==> config.mk <==
export PLATFORM = sky130hd
export DESIGN_NAME = atmos_light_ctrl
export DESIGN_NICKNAME = d
export VERILOG_FILES = /design/src/rtl/defog_pkg.sv /design/src/rtl/frame_max_tracker.sv /design/src/rtl/atmos_light_ctrl.sv
export SDC_FILE = /design/constraint.sdc
export NUM_CORES = 1
export LEC_CHECK = 0
export ABC_AREA = 1
export CAP_MARGIN = 20
export CORE_MARGIN = 2
export CORE_UTILIZATION = 52
export CTS_CLUSTER_DIAMETER = 40
export CTS_CLUSTER_SIZE = 14
export DETAILED_ROUTE_END_ITERATION = 16
export HOLD_SLACK_MARGIN = 0.03
export PLACE_DENSITY = 0.79
export SETUP_SLACK_MARGIN = 0.02
export SYNTH_ARGS = -nofsm -noshare
export SYNTH_HDL_FRONTEND = slang
export SYNTH_SLANG_ARGS = --single-unit
export TNS_END_PERCENT = 1
==> constraint.sdc <==
create_clock -name clk -period 2.5 [get_ports clk]
set_input_delay 0.25 -clock clk [delete_from_list [all_inputs] [get_ports clk]]
set_output_delay 0.25 -clock clk [all_outputs]
set_load 0.05 [all_outputs]
==> src/rtl/defog_pkg.sv <==
// Shared types and defaults for the defog atmospheric-light path.
// Latency: n/a (declarations only).
// Backpressure: n/a; the pixel stream is never stalled.
package defog_pkg;

    localparam int PIX_W = 8;

    typedef logic [PIX_W-1:0] pix_t;

    typedef enum logic [1:0] {
        WAIT_FRAME = 2'd0,
        ACCUM      = 2'd1,
        UPDATE     = 2'd2
    } state_t;

    localparam pix_t A_MIN_DEF  = 8'd100;
    localparam pix_t A_MAX_DEF  = 8'd250;
    localparam pix_t A_INIT_DEF = 8'd230;

    typedef struct packed {
        logic vld;
        pix_t dat;
    } commit_t;

    function automatic pix_t clamp_pix(input pix_t v, input pix_t lo, input pix_t hi);
        pix_t r;
        r = v;
        if (v < lo) r = lo;
        if (v > hi) r = hi;
        return r;
    endfunction

endpackage

==> src/rtl/frame_max_tracker.sv <==
// vsync rising-edge detect and per-frame running maximum of the dark channel.
// Latency: vs_rise is combinational; run_max updates one clk after the pixel.
// Backpressure: none; every qualified pixel is absorbed in the cycle it arrives.
module frame_max_tracker
    import defog_pkg::*;
(
    input  logic             clk,
    input  logic             nrst,
    input  logic             vsync,
    input  logic             en,
    input  logic [PIX_W-1:0] dark,
    input  logic             acc_en,
    output logic             vs_rise,
    output logic [PIX_W-1:0] run_max
);

    logic vsync_d;
    pix_t pix_in;

    always_ff @(posedge clk or negedge nrst) begin
        if (!nrst) begin
            vsync_d <= 1'b0;
        end else begin
            vsync_d <= vsync;
        end
    end

    assign vs_rise = vsync & ~vsync_d;

    // A pixel qualified in the rise cycle opens the new frame; zero clears it otherwise.
    assign pix_in = (acc_en && en) ? dark : '0;

    always_ff @(posedge clk or negedge nrst) begin
        if (!nrst) begin
            run_max <= '0;
        end else if (vs_rise) begin
            run_max <= pix_in;
        end else if (pix_in > run_max) begin
            run_max <= pix_in;
        end
    end

endmodule

==> src/rtl/atmos_light_ctrl.sv <==
// Per-frame atmospheric light A: running max, optional IIR (ATMOS_IIR_EN), clamp.
// Latency: max_of_dark rewritten one clk after the edge that registers the vsync rise.
// Backpressure: none; A is held constant for the whole frame that follows.
module atmos_light_ctrl
    import defog_pkg::*;
#(
    parameter int               SMOOTH_SHIFT = 2,
    parameter logic [PIX_W-1:0] A_MIN        = A_MIN_DEF,
    parameter logic [PIX_W-1:0] A_MAX        = A_MAX_DEF,
    parameter logic [PIX_W-1:0] A_INIT       = A_INIT_DEF
) (
    input  logic             clk,
    input  logic             nrst,
    input  logic             hsync,
    input  logic             vsync,
    input  logic             en,
    input  logic [PIX_W-1:0] dark,
    output logic [PIX_W-1:0] max_of_dark,
    output logic             a_valid,
    output logic             update_pulse,
    output logic [15:0]      frame_cnt
);

    state_t  state;
    state_t  state_nxt;
    logic    vs_rise;
    logic    acc_en;
    pix_t    run_max;
    pix_t    frame_max;
    pix_t    a_raw;
    commit_t commit;

    // hsync is observed only; SMOOTH_SHIFT is inert when smoothing is compiled out.
    logic [32:0] unused_ok;
    assign unused_ok = {hsync, 32'(SMOOTH_SHIFT)};

    frame_max_tracker u_tracker (
        .clk     (clk),
        .nrst    (nrst),
        .vsync   (vsync),
        .en      (en),
        .dark    (dark),
        .acc_en  (acc_en),
        .vs_rise (vs_rise),
        .run_max (run_max)
    );

    always_ff @(posedge clk or negedge nrst) begin
        if (!nrst) begin
            state <= WAIT_FRAME;
        end else begin
            state <= state_nxt;
        end
    end

    always_comb begin
        state_nxt = state;
        unique case (state)
            WAIT_FRAME: if (vs_rise) state_nxt = ACCUM;
            ACCUM:      if (vs_rise) state_nxt = UPDATE;
            UPDATE:     state_nxt = vs_rise ? UPDATE : ACCUM;
            default:    state_nxt = WAIT_FRAME;
        endcase
    end

`ifdef ATMOS_IIR_EN
    localparam int SUM_W = PIX_W + SMOOTH_SHIFT + 1;

    logic [SUM_W-1:0] iir_sum;
    logic             unused_iir_msb;

    assign iir_sum        = SUM_W'(max_of_dark) * SUM_W'((1 << SMOOTH_SHIFT) - 1)
                          + SUM_W'(frame_max);
    assign unused_iir_msb = iir_sum[SUM_W-1];
    // The first commit seeds the filter directly so A does not crawl from A_INIT.
    assign a_raw          = a_valid ? iir_sum[SMOOTH_SHIFT +: PIX_W] : frame_max;
`else
    assign a_raw = frame_max;
`endif

    always_comb begin
        acc_en     = (state != WAIT_FRAME);
        commit     = '0;
        commit.vld = (state == UPDATE) && (frame_max != '0);
        commit.dat = clamp_pix(a_raw, A_MIN, A_MAX);
    end

    always_ff @(posedge clk or negedge nrst) begin
        if (!nrst) begin
            frame_max <= '0;
            frame_cnt <= '0;
        end else if (vs_rise) begin
            frame_cnt <= frame_cnt + 16'd1;
            if (state != WAIT_FRAME) begin
                frame_max <= run_max;
            end
        end
    end

    always_ff @(posedge clk or negedge nrst) begin
        if (!nrst) begin
            max_of_dark  <= A_INIT;
            a_valid      <= 1'b0;
            update_pulse <= 1'b0;
        end else begin
            update_pulse <= commit.vld;
            if (commit.vld) begin
                max_of_dark <= commit.dat;
                a_valid     <= 1'b1;
            end
        end
    end

endmodule

==> results.toml, run 1 <==
[power_and_ir_drop]
cellLeakagePower_nw = 1.44
intPower_mw = 1.80
p_switching_mw = 1.35
pwr_density_cell_nw_per_um2 = 1120
peakVddDrop_v = 0.000613
combPwrFrac_pct = 44.4
pwr-share-clk_pct = 18.0
switching_share_pct = 42.8
power_frac_seq_pct = 37.7

[sta]
worst_pin_slew_ns = 0.519
min_period_ns = 2.15
fin_tns_setup_ns = 0
drv_slew = 0
slew_headroom_pct = 65.3
setup_viol = 0
setup_ws_ns = 0.353
rsz0062_at_grt = "false"
hold_viol_final = 0
fin_skew_ns = 0.00413
fmax_ghz = 0.466
min_period_over_period_pct = 85.9

[critical_path]
cp.required_ns = 2.68
path_cells = "nor2_1 -> inv_1 -> nand2_1 -> nor2_1 -> ha_1 -> a21oi_1 -> nor2_1 -> nor2_1 -> nand2_1 -> nand2_2 -> nand2_1 -> nand2_1 -> nand2_1"
crit_fanout = 8
cpMaxStageDelayCell = "dfrtp_1"
reg2reg_to = "u_tracker.run_max[0]$_DFFE_PN0P_"
cp.depth = 13
crit_top_cell = "nand2_1"
crit_type = "reg2reg"
worst-path-buf-inv = 1
end_kind = "flip-flop"
cp-endpoint = "u_tracker.run_max[0]$_DFFE_PN0P_"
r2r_slack_ns = 0.35
start_kind = "flip-flop"
critPathMaxStageDelay_ns = 0.40
r2r-start = "state[0]$_DFFE_PN0P_"
cp_top_family = "simple AND/OR/NAND/NOR gates"
crit_start = "state[0]$_DFFE_PN0P_"
arrival_ns = 2.33
reg2reg_depth = 13

[layout]
most-common-layout-cells = "75 x nand2_1, 40 x dfrtp_1, 36 x clkdlybuf4s50_1, 35 x inv_1, 25 x nor2_1"
fin_nets = 326
drive_gt1_share_pct = 8.52
num_antenna_cells = 0
syn_to_final_growth_pct = 26.1
layout_commonest_cell = "nand2_1"
fillCellCount = 349

[drt]
viasPerCell = 4.91
dr.pass1.iters = 4
ant_nets = 0
top_layer_used = "met4"
drc = 0
wl_per_cell_um = 11.5
routed_wl_um = 4080
m1WireLength_um = 1800
routed-via-count = 1742
met2_length_um = 2050
wl_met3_um = 181
drt_iter0_markers = 85

[logic_synthesis]
synth_fp_nets = 281
syn_area_per_cell_um2 = 8.57
synth_top_area_cell = "dfrtp_1"
yosysUniqueCellTypes = 27
ys_seq_area_share_pct = 51.0
synth_top_area_share_pct = 45.1
syn_area_um2 = 2220
synth_area_leaders = "dfrtp_1 45%, nand2_1 13%, dfstp_2 5.9%"
ys_seq_elements = 45
synthCells = 259
yosys_warnings = 0

[global_routing]
antenna_found_initial = 0
grt_pass1_vias = 1599
grt_pass1_wl_um = 7250
track_usage_pct = 18.6
grt_max_degree = 46
grt-ovfl-total = 0

[clocking]
clock-sinks = 45
cts_hold_buf = 0
clockRootBuffer = "clkbuf_8"
htreeDepth = 2
post_cts_buffers = 0
cts_tree = "done"
clkLatencyLatePin_ns = 0.29
cts_resized = 0
numCtsBuffers = 5
clk_path_buf_depth = 2
path_clk_slew_ns = 0.08

[placed_design]
dp_hpwl_um = 3030
io_buffers = 37
dp_slack_ns = 0.209
gp_congestion = 0.805

[outcome]
outcome = "complete, no violations"

[floorplanning]
rows = 23
core_um2 = 4060
io_pins = 39
initial_core_util_pct = 54.7
dieArea_um2 = 4810
die_h_um = 69.4
die_w_um = 69.4

[flow_run]
maxCapViolations = 0

[worst_hold_path]
hold_path_class = "in2reg"
-- registers in the layout, summed over array words and instances, names as in the netlist --
| name | count |
|---|---|
| state | 2 |
| max_of_dark | 8 |
| u_tracker.vsync_d | 1 |
| a_valid | 1 |
| u_tracker.run_max | 8 |
| frame_cnt | 16 |
| a_raw | 8 |
| update_pulse | 1 |
-- synthesized netlist by cell type (all sizes together) --
library cell and instances:
clkbuf 1, inv 37, a21oi 5, or2 1, nand4 3, a21o 1
dfstp 5, ha 9, a31oi 1, buf 1, xnor2 5, xor2 8
nand3b 4, dfrtp 40, nor2 29, o21ai 12, o21bai 1, nor3 1
nand3 17, nand2 78
-- logic make-up after synthesis --
logic type / share of synthesized area, %
AOI/OAI and AO/OA: 5.30
xor gates and xnor gates: 5.13
adders and majority gates: 5.07
buffers and inverters: 6.65
DFF: 51.0
and+or+nand+nor: 26.9
-- worst min path at each step --
stage	from	end	cells past startpoint
2_1_floorplan	nrst	a_raw[0]$_DFFE_PN0P_	0
3_3_place_gp	a_valid$_DFFE_PN0P_	a_valid$_DFFE_PN0P_	1
3_5_place_dp	max_of_dark[5]$_DFFE_PN1P_	max_of_dark[5]$_DFFE_PN1P_	2
4_1_cts	nrst	frame_cnt[7]$_DFFE_PN0P_	1
5_1_grt	vsync	u_tracker.vsync_d$_DFF_PN0_	1
6_report	vsync	u_tracker.vsync_d$_DFF_PN0_	1
-- layout make-up --
| type | count | area [µm²] | share of cell area, % |
|---|---|---|---|
| Clock inverter | 1 | 30.0 | 1.07 |
| Multi-Input combinational cell | 175 | 941 | 33.6 |
| Clock buffer | 7 | 86.3 | 3.08 |
| Sequential cell | 45 | 1130 | 40.4 |
| Timing Repair Buffer | 40 | 410 | 14.6 |
| Inverter | 37 | 139 | 4.96 |
| Tap cell | 50 | 62.6 | 2.23 |
-- metal layers --
| layer | global-route usage, % | vias to the layer above |
|---|---|---|
| met5 | 0 | - |
| met4 | 6.75 | 0 |
| met3 | 4.07 | 5 |
| met2 | 31.2 | 41 |
| met1 | 23.7 | 803 |
| li1 | - | 893 |
-- power by group through the flow --
stage                     Clock, mW  Sequential [mW]  Combinational, mW
after floorplan                   0             1.53              0.625
after global placement            0             1.19               1.36
after detailed placement          0             1.20               1.40
after CTS                     0.579             1.19               1.41
after global routing          0.607             1.23               1.54
final                         0.565             1.19               1.40
-- through the flow --
stage          std cells  power [mW]  cell area, µm²  utilization, %  hold slack [ns]
2_1_floorplan        259        2.16            2220               -          -0.0456
3_3_place_gp         345        2.56            2650            65.2            0.448
3_5_place_dp         345        2.61            2650            65.2            0.463
4_1_cts              353        3.17            2760            68.1            0.147
5_1_grt              355        3.38            2800            69.0            0.438
6_report             355        3.15            2800            69.0            0.419
No activity file was read; power rests on OpenSTA's default activity.
==> inputs of run 2 (changes only) <==
--- a/config.mk
+++ b/config.mk
@@ -6,15 +6,14 @@
 export NUM_CORES = 1
 export LEC_CHECK = 0
 export ABC_AREA = 1
-export CAP_MARGIN = 20
+export CAP_MARGIN = 30
 export CORE_MARGIN = 2
 export CORE_UTILIZATION = 52
 export CTS_CLUSTER_DIAMETER = 40
 export CTS_CLUSTER_SIZE = 14
 export DETAILED_ROUTE_END_ITERATION = 16
 export HOLD_SLACK_MARGIN = 0.03
-export PLACE_DENSITY = 0.79
-export SETUP_SLACK_MARGIN = 0.02
+export PLACE_DENSITY = 0.88
 export SYNTH_ARGS = -nofsm -noshare
 export SYNTH_HDL_FRONTEND = slang
 export SYNTH_SLANG_ARGS = --single-unit
==> results.toml, run 2 (synthesized netlist as in run 1, its figures left out) <==
[clocking]
post_cts_buffers = 0
cts_hold_buf = 0
htreeDepth = 2
clock-sinks = 45
cts_tree = "done"
clockRootBuffer = "clkbuf_8"
numCtsBuffers = 5
clk_path_buf_depth = 2
path_clk_slew_ns = 0.09
cts_resized = 0
clkLatencyLatePin_ns = 0.30

[layout]
num_antenna_cells = 0
drive_gt1_share_pct = 8.52
final_util_pct = 68.6
fin_nets = 326
syn_to_final_growth_pct = 25.4
most-common-layout-cells = "75 x nand2_1, 40 x dfrtp_1, 36 x clkdlybuf4s50_1, 35 x inv_1, 25 x nor2_1"
max_flop_register = "frame_cnt"
layout_commonest_cell = "nand2_1"
largest_reg_flops = 16

[sta]
slew_headroom_pct = 66.4
hold_viol_final = 0
fmax_ghz = 0.470
rsz0062_at_grt = "false"
drv_slew = 0
fin_tns_setup_ns = 0
setup_viol = 0
fin_skew_ns = 0.0113
worst_pin_slew_ns = 0.502
min_period_ns = 2.13
min_period_over_period_pct = 85.1

[power_and_ir_drop]
p_switching_mw = 1.37
pwr-share-clk_pct = 17.4
intPower_mw = 1.77
combPwrFrac_pct = 44.7
pwr_density_cell_nw_per_um2 = 1130
cellLeakagePower_nw = 1.44
peakVddDrop_v = 0.000624
power_frac_seq_pct = 37.9
switching_share_pct = 43.6

[drt]
routed-via-count = 1770
wl_per_cell_um = 11.8
viasPerCell = 4.99
drc = 0
dr.pass1.iters = 4
routed_wl_um = 4170
drt_iter0_markers = 90
ant_nets = 0

[critical_path]
crit_top_cell = "nand2_1"
path_cells = "nor2_1 -> inv_1 -> nand2_1 -> nor2_1 -> ha_1 -> nand2_1 -> nor2_1 -> nand4_1 -> nand2_2 -> nand2_1 -> nand2_1 -> nand2_1"
start_kind = "flip-flop"
crit_type = "reg2reg"
r2r-start = "state[1]$_DFFE_PN0P_"
cpMaxStageDelayCell = "dfrtp_1"
reg2reg_depth = 12
end_kind = "flip-flop"
critPathMaxStageDelay_ns = 0.39
arrival_ns = 2.33
r2r_slack_ns = 0.37
reg2reg_to = "u_tracker.run_max[0]$_DFFE_PN0P_"
crit_fanout = 8
cp.required_ns = 2.70

[floorplanning]
die_h_um = 69.4
io_pins = 39
dieArea_um2 = 4810
initial_core_util_pct = 54.7
rows = 23
die_w_um = 69.4
core_um2 = 4060

[flow_run]
maxCapViolations = 0

[worst_hold_path]
hold_path_end = "u_tracker.vsync_d$_DFF_PN0_"
hold_depth = 1
hold_path_class = "in2reg"
worstHoldStart = "vsync"

[global_routing]
grt-ovfl-total = 0
grt_max_degree = 46
track_usage_pct = 18.7
grt_pass1_wl_um = 7270
antenna_found_initial = 0
grt_pass1_vias = 1660

[placed_design]
io_buffers = 37
gp_congestion = 0.810
dp_hpwl_um = 2940

[outcome]
outcome = "complete, no violations"
## run 2: critical path: cells and delay by family (launching register included)
kind	cells	cell delay [ns]
adder cells (fa/ha/maj)	1	0.31
AND/OR/NAND/NOR	10	1.25
flip-flops	1	0.39
buffers and inverters	1	0.08
## run 2: layer usage
| layer | wire [µm] | global-route usage [%] | up-vias |
|---|---|---|---|
| met5 | 0 | 0 | - |
| met4 | 79 | 6.75 | 0 |
| met3 | 210 | 4.36 | 9 |
| met2 | 1980 | 30.8 | 45 |
| met1 | 1900 | 24.0 | 821 |
| li1 | - | - | 895 |
## run 2: worst max path at each step
stage                    startpoint                               end  slack [ns]  cells past startpoint
3_3_place_gp                     en  u_tracker.run_max[5]$_DFFE_PN0P_        0.31                     12
2_1_floorplan  state[0]$_DFFE_PN0P_  u_tracker.run_max[0]$_DFFE_PN0P_        0.67                     12
5_1_grt        state[0]$_DFFE_PN0P_  u_tracker.run_max[0]$_DFFE_PN0P_        0.18                     13
4_1_cts        state[1]$_DFFE_PN0P_  u_tracker.run_max[0]$_DFFE_PN0P_        0.39                     12
3_5_place_dp                     en  u_tracker.run_max[5]$_DFFE_PN0P_        0.26                     12
6_report       state[1]$_DFFE_PN0P_  u_tracker.run_max[0]$_DFFE_PN0P_        0.37                     12
## run 2: final cells by class
type	instances	area, µm²
tap	50	62.6
timing repair buffer	40	403
clock inverter	2	35.0
inverter	37	139
fill	331	1270
multi-input combinational	175	941
clock buffer	6	72.6
sequential	45	1130
## run 2: power by group through the flow
stage | sequential, mW | combinational (mW) | clock [mW]
final | 1.19 | 1.40 | 0.545
after global routing | 1.23 | 1.54 | 0.579
after CTS | 1.19 | 1.41 | 0.554
after detailed placement | 1.20 | 1.39 | 0
after global placement | 1.19 | 1.36 | 0
after floorplan | 1.53 | 0.625 | 0
## run 2: metrics by stage
stage          power, mW  instance area [µm²]  hold WS [ns]  setup slack (ns)  cells
6_report            3.14                 2790         0.423             0.372    355
3_3_place_gp        2.55                 2650         0.448             0.305    345
5_1_grt             3.35                 2790         0.435             0.184    355
4_1_cts             3.15                 2760         0.124             0.392    353
3_5_place_dp        2.59                 2650         0.454             0.257    345
2_1_floorplan       2.16                 2220       -0.0456             0.674    259
==> inputs of run 3 (changes only) <==
--- a/config.mk
+++ b/config.mk
@@ -14,6 +14,7 @@
 export DETAILED_ROUTE_END_ITERATION = 16
 export HOLD_SLACK_MARGIN = 0.03
 export PLACE_DENSITY = 0.88
+export REMOVE_ABC_BUFFERS = 1
 export SYNTH_ARGS = -nofsm -noshare
 export SYNTH_HDL_FRONTEND = slang
 export SYNTH_SLANG_ARGS = --single-unit
==> results.toml, run 3 (synthesized netlist as in run 1, its figures left out) <==
[outcome]
outcome = "complete, no violations"

[layout]
num_antenna_cells = 0
final_util_pct = 68.4
final_cells = 355
syn_to_final_growth_pct = 25.0
max_flop_register = "frame_cnt"
fin_nets = 326
fin_area_um2 = 2780
drive_gt1_share_pct = 8.20
largest_reg_flops = 16
most-common-layout-cells = "75 x nand2_1, 40 x dfrtp_1, 36 x clkdlybuf4s50_1, 35 x inv_1, 25 x nor2_1"
layout_commonest_cell = "nand2_1"

[worst_hold_path]
hold_path_class = "in2reg"

[critical_path]
cp.required_ns = 2.69
worst-path-buf-inv = 1
arrival_ns = 2.24
cpMaxStageDelayCell = "dfrtp_1"
crit_fanout = 8
end_kind = "flip-flop"
crit_top_cell = "nand2_1"
cp_top_family = "simple AND/OR/NAND/NOR gates"
crit_type = "reg2reg"
critPathMaxStageDelay_ns = 0.40
start_kind = "flip-flop"
path_cells = "nor2_1 -> inv_1 -> nand2_1 -> nor2_1 -> ha_1 -> nand2_1 -> nor2_1 -> nand4_1 -> nand2_2 -> nand2_1 -> nand2_1 -> nand2_1"

[power_and_ir_drop]
pwr-share-clk_pct = 15.0
peakVddDrop_v = 0.000532
switching_share_pct = 44.0
intPower_mw = 1.70
cellLeakagePower_nw = 1.43
finalPower_mw = 3.04
p_switching_mw = 1.34
pwr_density_cell_nw_per_um2 = 1100
combPwrFrac_pct = 45.8
power_frac_seq_pct = 39.1

[clocking]
cts_resized = 0
path_clk_slew_ns = 0.08
clockRootBuffer = "clkbuf_8"
cts_tree = "done"
clock-sinks = 45
htreeDepth = 2
clk_path_buf_depth = 2
numCtsBuffers = 5
clkLatencyLatePin_ns = 0.30

[global_routing]
antenna_found_initial = 0
grt_pass1_wl_um = 7490
track_usage_pct = 19.5
grt-ovfl-total = 0
grt_max_degree = 46
grt_pass1_vias = 1712

[placed_design]
place_inst = 345
detailed_place.area_um2 = 2650
dp_hpwl_um = 2900
io_buffers = 37
gp_congestion = 0.805
dp_slack_ns = 0.289

[sta]
rsz0062_at_grt = "false"
fmax_ghz = 0.488
setup_viol = 0
holdWs_ns = 0.424
setup_ws_ns = 0.449
fin_skew_ns = 0.00842
slew_headroom_pct = 66.8
hold_viol_final = 0
worst_pin_slew_ns = 0.497
min_period_ns = 2.05
drv_slew = 0
fin_tns_setup_ns = 0
min_period_over_period_pct = 82.0

[floorplanning]
rows = 23
io_pins = 39
core_um2 = 4060
initial_core_util_pct = 54.7
dieArea_um2 = 4810
die_h_um = 69.4
die_w_um = 69.4

[drt]
met2_length_um = 1870
wl_per_cell_um = 11.2
m1WireLength_um = 1820
ant_nets = 0
routed_wl_um = 3960
dr.pass1.iters = 4
drt_iter0_markers = 107
top_layer_used = "met4"
wl_met3_um = 171
viasPerCell = 4.85
routed-via-count = 1722
drc = 0

[flow_run]
maxCapViolations = 0
==> run 3: what timing repair did <==
action | in CTS | in global routing
buffers inserted | 0 | 0
hold endpoints to repair | 0 | 19
hold buffers | 0 | 1
==> run 3: per-layer routing <==
metal,GRT usage (%),vias to the layer above
li1,-,890
met1,24.9,790
met2,30.3,34
met3,5.96,8
met4,9.37,0
met5,0,-
==> run 3: area by class of cell <==
| cell class | count | area (µm²) |
|---|---|---|
| Fill cell | 307 | 1280 |
| Sequential cell | 45 | 1130 |
| Multi-Input combinational cell | 175 | 941 |
| Timing Repair Buffer | 40 | 410 |
| Inverter | 37 | 139 |
| Clock buffer | 8 | 90.1 |
| Tap cell | 50 | 62.6 |
==> run 3: power by group through the flow <==
stage / registers [mW] / logic, mW / clock network [mW]
2_1_floorplan: 1.53 / 0.623 / 0
3_3_place_gp: 1.19 / 1.36 / 0
3_5_place_dp: 1.20 / 1.39 / 0
4_1_cts: 1.19 / 1.40 / 0.475
5_1_grt: 1.23 / 1.54 / 0.505
6_report: 1.19 / 1.39 / 0.457
==> run 3: worst paths after layout <==
kind                                      start                               end  slack, ns  depth (start not counted)
setup / recovery           state[0]$_DFFE_PN0P_  u_tracker.run_max[3]$_DFFE_PN0P_       0.45                         12
hold / removal                            vsync       u_tracker.vsync_d$_DFF_PN0_       0.42                          1
setup reg to reg           state[0]$_DFFE_PN0P_  u_tracker.run_max[3]$_DFFE_PN0P_       0.45                         12
hold reg to reg             a_valid$_DFFE_PN0P_               a_valid$_DFFE_PN0P_       0.47                          1
max in group asynchronous                  nrst        max_of_dark[6]$_DFFE_PN1P_       1.49                          3
min in group asynchronous                  nrst          frame_cnt[7]$_DFFE_PN0P_       0.44                          2
